==> src/rtl/ld_st_if.sv <==
// ld_st_if: handshake and datapath-control bundle between the ld/ldi/st sequencer and its user/datapath
// Ports: start, ir_op (into the sequencer); busSelect, enable, Control_Signals, MD_Read, ReadRAM,
//        WriteRAM, Gra, Grb, Grc, Rin, Rout, BAout, busy, done, illegal (out of the sequencer).
// master = sequencer side, slave = datapath/controller side.
interface ld_st_if #(
    parameter int BUS_W = 32,
    parameter int CTL_W = 5
);
    logic             start;
    logic [4:0]       ir_op;
    logic [BUS_W-1:0] busSelect;
    logic [BUS_W-1:0] enable;
    logic [CTL_W-1:0] Control_Signals;
    logic             MD_Read;
    logic             ReadRAM;
    logic             WriteRAM;
    logic             Gra;
    logic             Grb;
    logic             Grc;
    logic             Rin;
    logic             Rout;
    logic             BAout;
    logic             busy;
    logic             done;
    logic             illegal;
    modport master (
        input  start, ir_op,
        output busSelect, enable, Control_Signals, MD_Read, ReadRAM, WriteRAM,
               Gra, Grb, Grc, Rin, Rout, BAout, busy, done, illegal
    );
    modport slave (
        output start, ir_op,
        input  busSelect, enable, Control_Signals, MD_Read, ReadRAM, WriteRAM,
               Gra, Grb, Grc, Rin, Rout, BAout, busy, done, illegal
    );
endinterface

==> src/rtl/ld_st_sequencer.sv <==
// ld_st_sequencer: Moore FSM sequencing fetch plus ld/ldi/st execution controls for the 32-bit bus datapath
// Ports: clk (rising edge), clr (async active-high reset), io (ld_st_if.master): start/ir_op in,
//        bus source select, register loads, ALU op, RAM strobes, select-encode controls, busy/done/illegal out.
module ld_st_sequencer #(
    parameter int BUS_W   = 32,
    parameter int CTL_W   = 5,
    parameter int MEM_LAT = 1,
    parameter int OP_LD   = 0,
    parameter int OP_LDI  = 1,
    parameter int OP_ST   = 2
) (
    input logic     clk,
    input logic     clr,
    ld_st_if.master io
);
    typedef enum logic [3:0] {IDLE, T0, T1, T2, T3, T4, T5, T6, T7, DONE, ERR} state_t;
    typedef enum logic [1:0] {K_LD, K_LDI, K_ST} kind_t;
    typedef struct packed {
        logic [BUS_W-1:0] bus_select;
        logic [BUS_W-1:0] enable;
        logic [CTL_W-1:0] alu_op;
        logic             md_read;
        logic             read_ram;
        logic             write_ram;
        logic             gra;
        logic             grb;
        logic             rin;
        logic             rout;
        logic             ba_out;
        logic             busy;
        logic             done;
        logic             illegal;
    } ctl_t;
    localparam logic [2:0]       LAT     = 3'(MEM_LAT);
    localparam logic [CTL_W-1:0] ALU_ADD = CTL_W'(1);
    localparam logic [CTL_W-1:0] ALU_INC = CTL_W'(14);
    state_t     state_q, state_d;
    kind_t      kind_q, kind_d;
    logic [2:0] cnt_q, cnt_d;
    ctl_t       ctl_q, ctl_d;
    always_comb begin
        state_d = state_q;
        kind_d  = kind_q;
        cnt_d   = cnt_q;
        case (state_q)
            IDLE: state_d = io.start ? T0 : IDLE;
            T0: begin
                state_d = T1;
                cnt_d   = LAT;
            end
            T1: begin
                state_d = cnt_q == 3'd0 ? T2 : T1;
                cnt_d   = cnt_q - 3'd1;
            end
            T2: state_d = T3;
            T3: begin
                kind_d  = io.ir_op == 5'(OP_LD) ? K_LD : io.ir_op == 5'(OP_LDI) ? K_LDI : K_ST;
                state_d = io.ir_op inside {5'(OP_LD), 5'(OP_LDI), 5'(OP_ST)} ? T4 : ERR;
            end
            T4: state_d = T5;
            T5: begin
                state_d = kind_q == K_LDI ? DONE : T6;
                cnt_d   = LAT;
            end
            // ST spends one cycle here; LD waits out the RAM read, then T7 reloads for the ST write
            T6: begin
                state_d = (kind_q == K_ST || cnt_q == 3'd0) ? T7 : T6;
                cnt_d   = (kind_q == K_ST || cnt_q == 3'd0) ? LAT : cnt_q - 3'd1;
            end
            T7: begin
                state_d = (kind_q == K_LD || cnt_q == 3'd0) ? DONE : T7;
                cnt_d   = cnt_q - 3'd1;
            end
            default: state_d = IDLE;
        endcase
    end
    // Controls are decoded from the next state and registered, so they track state_q glitch-free
    always_comb begin
        ctl_d      = '0;
        ctl_d.busy = state_d != IDLE;
        case (state_d)
            T0: begin
                ctl_d.bus_select[20] = 1'b1;
                ctl_d.enable[25]     = 1'b1;
                ctl_d.enable[18]     = 1'b1;
                ctl_d.alu_op         = ALU_INC;
            end
            T1: begin
                ctl_d.bus_select[19] = 1'b1;
                ctl_d.enable[20]     = state_q != T1;
                ctl_d.enable[21]     = 1'b1;
                ctl_d.md_read        = 1'b1;
                ctl_d.read_ram       = 1'b1;
            end
            T2: begin
                ctl_d.bus_select[21] = 1'b1;
                ctl_d.enable[24]     = 1'b1;
            end
            T3: begin
                ctl_d.grb        = 1'b1;
                ctl_d.ba_out     = 1'b1;
                ctl_d.rout       = 1'b1;
                ctl_d.enable[19] = 1'b1;
            end
            T4: begin
                ctl_d.bus_select[23] = 1'b1;
                ctl_d.alu_op         = ALU_ADD;
                ctl_d.enable[18]     = 1'b1;
            end
            T5: begin
                ctl_d.bus_select[19] = 1'b1;
                ctl_d.gra            = kind_d == K_LDI;
                ctl_d.rin            = kind_d == K_LDI;
                ctl_d.enable[25]     = kind_d != K_LDI;
            end
            T6: begin
                ctl_d.enable[21] = 1'b1;
                ctl_d.md_read    = kind_d == K_LD;
                ctl_d.read_ram   = kind_d == K_LD;
                ctl_d.gra        = kind_d == K_ST;
                ctl_d.rout       = kind_d == K_ST;
            end
            T7: begin
                ctl_d.bus_select[21] = kind_d == K_LD;
                ctl_d.gra            = kind_d == K_LD;
                ctl_d.rin            = kind_d == K_LD;
                ctl_d.write_ram      = kind_d == K_ST;
            end
            DONE: ctl_d.done = 1'b1;
            ERR: ctl_d.illegal = 1'b1;
            default: ;
        endcase
    end
    always_ff @(posedge clk or posedge clr) begin
        if (clr) begin
            state_q <= IDLE;
            kind_q  <= K_LD;
            cnt_q   <= '0;
            ctl_q   <= '0;
        end else begin
            state_q <= state_d;
            kind_q  <= kind_d;
            cnt_q   <= cnt_d;
            ctl_q   <= ctl_d;
        end
    end
    assign io.busSelect       = ctl_q.bus_select;
    assign io.enable          = ctl_q.enable;
    assign io.Control_Signals = ctl_q.alu_op;
    assign io.MD_Read         = ctl_q.md_read;
    assign io.ReadRAM         = ctl_q.read_ram;
    assign io.WriteRAM        = ctl_q.write_ram;
    assign io.Gra             = ctl_q.gra;
    assign io.Grb             = ctl_q.grb;
    assign io.Grc             = 1'b0;
    assign io.Rin             = ctl_q.rin;
    assign io.Rout            = ctl_q.rout;
    assign io.BAout           = ctl_q.ba_out;
    assign io.busy            = ctl_q.busy;
    assign io.done            = ctl_q.done;
    assign io.illegal         = ctl_q.illegal;
endmodule
==> src/flat_wrapper.sv <==
// flat-port wrapper written by rule: the top's interface ports become plain ports
module ld_st_sequencer_flat 
#(
    parameter int BUS_W   = 32,
    parameter int CTL_W   = 5,
    parameter int MEM_LAT = 1,
    parameter int OP_LD   = 0,
    parameter int OP_LDI  = 1,
    parameter int OP_ST   = 2
)
  (clk, clr, io_start, io_ir_op, io_busSelect, io_enable, io_Control_Signals, io_MD_Read, io_ReadRAM, io_WriteRAM, io_Gra, io_Grb, io_Grc, io_Rin, io_Rout, io_BAout, io_busy, io_done, io_illegal);
  ld_st_if #(.BUS_W(BUS_W), .CTL_W(CTL_W)) io_i ();
  input logic clk;
  input logic clr;
  input wire logic [$bits(io_i.start)-1:0] io_start;
  input wire logic [$bits(io_i.ir_op)-1:0] io_ir_op;
  output wire logic [$bits(io_i.busSelect)-1:0] io_busSelect;
  output wire logic [$bits(io_i.enable)-1:0] io_enable;
  output wire logic [$bits(io_i.Control_Signals)-1:0] io_Control_Signals;
  output wire logic [$bits(io_i.MD_Read)-1:0] io_MD_Read;
  output wire logic [$bits(io_i.ReadRAM)-1:0] io_ReadRAM;
  output wire logic [$bits(io_i.WriteRAM)-1:0] io_WriteRAM;
  output wire logic [$bits(io_i.Gra)-1:0] io_Gra;
  output wire logic [$bits(io_i.Grb)-1:0] io_Grb;
  output wire logic [$bits(io_i.Grc)-1:0] io_Grc;
  output wire logic [$bits(io_i.Rin)-1:0] io_Rin;
  output wire logic [$bits(io_i.Rout)-1:0] io_Rout;
  output wire logic [$bits(io_i.BAout)-1:0] io_BAout;
  output wire logic [$bits(io_i.busy)-1:0] io_busy;
  output wire logic [$bits(io_i.done)-1:0] io_done;
  output wire logic [$bits(io_i.illegal)-1:0] io_illegal;
  assign io_i.start = io_start;
  assign io_i.ir_op = io_ir_op;
  assign io_busSelect = io_i.busSelect;
  assign io_enable = io_i.enable;
  assign io_Control_Signals = io_i.Control_Signals;
  assign io_MD_Read = io_i.MD_Read;
  assign io_ReadRAM = io_i.ReadRAM;
  assign io_WriteRAM = io_i.WriteRAM;
  assign io_Gra = io_i.Gra;
  assign io_Grb = io_i.Grb;
  assign io_Grc = io_i.Grc;
  assign io_Rin = io_i.Rin;
  assign io_Rout = io_i.Rout;
  assign io_BAout = io_i.BAout;
  assign io_busy = io_i.busy;
  assign io_done = io_i.done;
  assign io_illegal = io_i.illegal;
  ld_st_sequencer #(.BUS_W(BUS_W), .CTL_W(CTL_W), .MEM_LAT(MEM_LAT), .OP_LD(OP_LD), .OP_LDI(OP_LDI), .OP_ST(OP_ST)) u_core (.clk(clk), .clr(clr), .io(io_i));
endmodule
==> config.mk <==
export PLATFORM = sky130hd
export DESIGN_NAME = ld_st_sequencer_flat
export DESIGN_NICKNAME = d
export VERILOG_FILES = /design/src/rtl/ld_st_if.sv /design/src/rtl/ld_st_sequencer.sv /design/src/flat_wrapper.sv
export SDC_FILE = /design/constraint.sdc
export NUM_CORES = 1
export LEC_CHECK = 0
export ABC_AREA = 0
export BUFFER_PORTS_ARGS = -buffer_cell sky130_fd_sc_hd__buf_2
export CELL_PAD_IN_SITES_DETAIL_PLACEMENT = 1
export CELL_PAD_IN_SITES_GLOBAL_PLACEMENT = 1
export CORE_UTILIZATION = 33
export DETAILED_ROUTE_END_ITERATION = 10
export GPL_ROUTABILITY_DRIVEN = 0
export HOLD_SLACK_MARGIN = 0.02
export PLACE_DENSITY_LB_ADDON = 0.3
export SYNTH_ARGS = -nofsm -noshare
export SYNTH_HDL_FRONTEND = slang
export SYNTH_SLANG_ARGS = --single-unit
==> constraint.sdc <==
create_clock -name clk -period 2.11 [get_ports clk]
set_clock_uncertainty 0.05 [all_clocks]
set_input_delay 0.211 -clock clk [delete_from_list [all_inputs] [get_ports clk]]
set_output_delay 0.211 -clock clk [all_outputs]
set_load 0.02 [all_outputs]
==> impl_metrics.py <==
metrics = {
    "power_and_ir_drop": {
        "p_sw_mw": 1.23,
        "irDropWorstVdd_v": 0.000391,
        "swShare_pct": 47.8,
        "power_density_nw_per_um2": 1380,
        "p_int_mw": 1.34,
        "p_leak_nw": 1.01,
        "comb_power_share_pct": 55.6,
        "p_total_mw": 2.58,
        "p_seq_share_pct": 33.3,
        "clkPwrFrac_pct": 11.1,
    },
    "synth": {
        "synthDistinctLibCells": 49,
        "synthAdderAreaFrac_pct": 1.36,
        "synth-seq-cells": 27,
        "synthMuxAreaShare_pct": 0,
        "synth_top_family_by_area": "buffers and inverters",
        "synthFlopType": "dfrtp_1",
        "async_flop_share_pct": 100,
        "synth_area_sq_um": 1840,
        "post_synth.cell_area_avg_sq_um": 9.29,
        "synth-simple-area-share_pct": 15.9,
        "synth_compound_area_share_pct": 14.5,
        "synth_xor_area_share_pct": 1.90,
        "yosysSeqAreaShare_pct": 36.7,
        "yosysWarnings": 0,
        "synth_edf_count": 0,
        "synth_cells": 198,
    },
    "worst_setup_path": {
        "crit_type": "reg -> reg",
        "crit_required_ps": 2190,
        "cp-start-kind": "flip-flop",
        "critPathCaptureType": "flip-flop",
        "arrival_ps": 2120,
        "cp_max_fo": 16,
    },
    "cts": {
        "clock-sinks": 27,
        "cts.clk_slew.worst_paths_ps": 90,
        "cts_buffer_depth": 2,
        "cts_buffers": 3,
        "cts_root_buf": "clkbuf_8",
        "hold_buffers": 1,
        "ctsResizeCount": 0,
        "cts_tree": "yes",
        "h-tree-depth": 1,
        "cts_post_setup_buffers_inserted": 0,
        "insertion_delay_ps": 260,
    },
    "run_status": {
        "status": "completed",
    },
    "grt": {
        "antenna_found_initial": 0,
        "grt_pass1_vias": 1134,
        "grt_start_max_net_pins": 28,
        "grt_usage_pct": 11.5,
        "grt-ovfl-total": 0,
        "grt_first_pass_wirelength_mm": 5.46,
    },
    "sta": {
        "fin_ws_ps": 77.6,
        "timing.final.crit_share_pct": 96.3,
        "max_slew_margin_pct": 59.7,
        "worst_pin_slew_ps": 604,
        "hold_viol_final": 0,
        "fin_tns_setup_ps": 0,
        "grt_setup_unrepaired": "false",
        "report.final.slew_viol_count": 0,
        "finalSetupViolations": 0,
        "max_freq_mhz": 492,
        "fin_crit_ps": 2030,
    },
    "routing": {
        "ant_nets": 0,
        "vias": 1244,
        "wl_per_cell_um": 11.7,
        "route.detailed.drc": 0,
        "drtIter0Drc": 46,
        "dr.pass1.iters": 4,
        "drt_wl_total_mm": 3.47,
        "avgViaCountPerCell": 4.20,
    },
    "finish": {
        "nets": 237,
        "finalNonFillerCells": 296,
        "area_growth_pct": 1.77,
        "mostFrequentLayoutCells": "conb_1 (56), buf_2 (32), dfrtp_1 (27)",
        "drive_above_1_share_pct": 23.9,
        "fin_area_sq_um": 1870,
        "final_common_cell": "conb_1",
        "fill_cells": 635,
        "antenna_cells": 0,
    },
    "floorplanning": {
        "rows": 26,
        "die_area_sq_um": 5880,
        "start_util_pct": 35.1,
        "coreArea_sq_um": 5240,
        "die_y_um": 76.7,
        "die_width_um": 76.7,
        "ios": 89,
    },
    "placement": {
        "post_dp_cell_area_sq_um": 1820,
        "place_ws_ps": 144,
        "dp.cells": 291,
        "port_buffers": 32,
        "hpwlAfterDp_mm": 2.83,
    },
    "flow_run": {
        "max_cap_viol_count": 0,
    },
    "worst_hold_path": {
        "hp-class": "in -> reg",
    },
}
## routing by layer
layer,vias to the layer above,part of all wire (%),track usage (%)
met1,591,42,13.9
met4,0,0,1.15
met2,54,52,21.8
li1,599,-,-
met3,0,5.9,1.90
met5,-,0,0
## cells by family after synthesis
| kind of cell | Yosys count |
|---|---|
| buffers and inverters | 76 |
| adders and majority gates | 2 |
| DFF | 27 |
| other | 1 |
| xor gates and xnor gates | 4 |
| AOI/OAI and AO/OA | 39 |
| and+or+nand+nor | 49 |
## worst max-delay path: stages, from the launching register on
cell and delay, ps:
dfrtp_1 610, or4b_4 620, a22oi_1 440, o22ai_1 180
## state kept, by name (all words and copies together) (netlist names)
name                       cells
u_core.io.illegal              1
u_core.io.done                 1
u_core.io.Rin                  1
u_core.io.enable               6
u_core.io.busSelect            3
u_core.state_q                 4
u_core.kind_q                  2
u_core.io.Gra                  1
u_core.io.WriteRAM             1
u_core.io.Control_Signals      1
u_core.io.busy                 1
u_core.io.MD_Read              1
u_core.cnt_q                   3
u_core.io.Rout                 1
## final timing paths
| check | startpoint | end | slack, ps | cells after the start |
|---|---|---|---|---|
| setup / recovery | u_core.state_q[0]$_DFF_PP0_ | u_core.io.MD_Read$_DFF_PP0_ | 80 | 3 |
| hold / removal | io_ir_op[0] | u_core.kind_q[0]$_DFF_PP0_ | 200 | 3 |
| setup reg to reg | u_core.state_q[0]$_DFF_PP0_ | u_core.io.MD_Read$_DFF_PP0_ | 80 | 3 |
| hold reg to reg | u_core.cnt_q[2]$_DFFE_PP0P_ | u_core.cnt_q[2]$_DFFE_PP0P_ | 470 | 1 |
| max in group asynchronous | clr | u_core.io.enable[24]$_DFF_PP0_ | 1260 | 4 |
| min in group asynchronous | clr | u_core.io.illegal$_DFF_PP0_ | 490 | 4 |
## synth_stat cells (2+ instances only)
cell / instances / area share (%)
o22ai_1: 3 / 1.0
buf_2: 4 / 1.1
inv_1: 5 / 1.0
xnor2_1: 3 / 1.4
nand2_1: 7 / 1.4
nor2_1: 14 / 2.9
buf_6: 2 / 1.2
nand2b_1: 4 / 1.4
nor2_2: 2 / 0.68
inv_2: 2 / 0.41
o21ai_1: 3 / 0.82
and2b_1: 2 / 0.82
dfrtp_1: 27 / 37
buf_4: 63 / 26
or2_2: 2 / 0.68
nor2b_1: 4 / 1.4
ha_1: 2 / 1.4
a21oi_1: 9 / 2.4
o21ai_0: 9 / 2.4
nand3_1: 2 / 0.54
## power by group through the flow
stage | sequential [mW] | clock, mW | combinational, mW
floorplan | 0.925 | 0 | 1.16
global placement | 0.859 | 0 | 1.43
detailed placement | 0.868 | 0 | 1.44
CTS | 0.859 | 0.304 | 1.45
global route | 0.883 | 0.322 | 1.57
finish | 0.857 | 0.287 | 1.43
## layout make-up
cell class	instances	area (sq um)	area share (%)
Timing Repair Buffer	38	208	11.1
Clock buffer	3	41.3	2.21
Multi-Input combinational cell	150	828	44.3
Tap cell	70	87.6	4.68
Sequential cell	27	676	36.1
Inverter	7	26.3	1.40
Clock inverter	1	5.00	0.267
## through the flow
stage / hold WS (ps) / util (%)
floorplan: 214 / -
global placement: 241 / 34.7
detailed placement: 247 / 34.7
CTS: 184 / 35.7
global route: 202 / 35.7
finish: 199 / 35.7
Power figures use the tool's default switching activity.
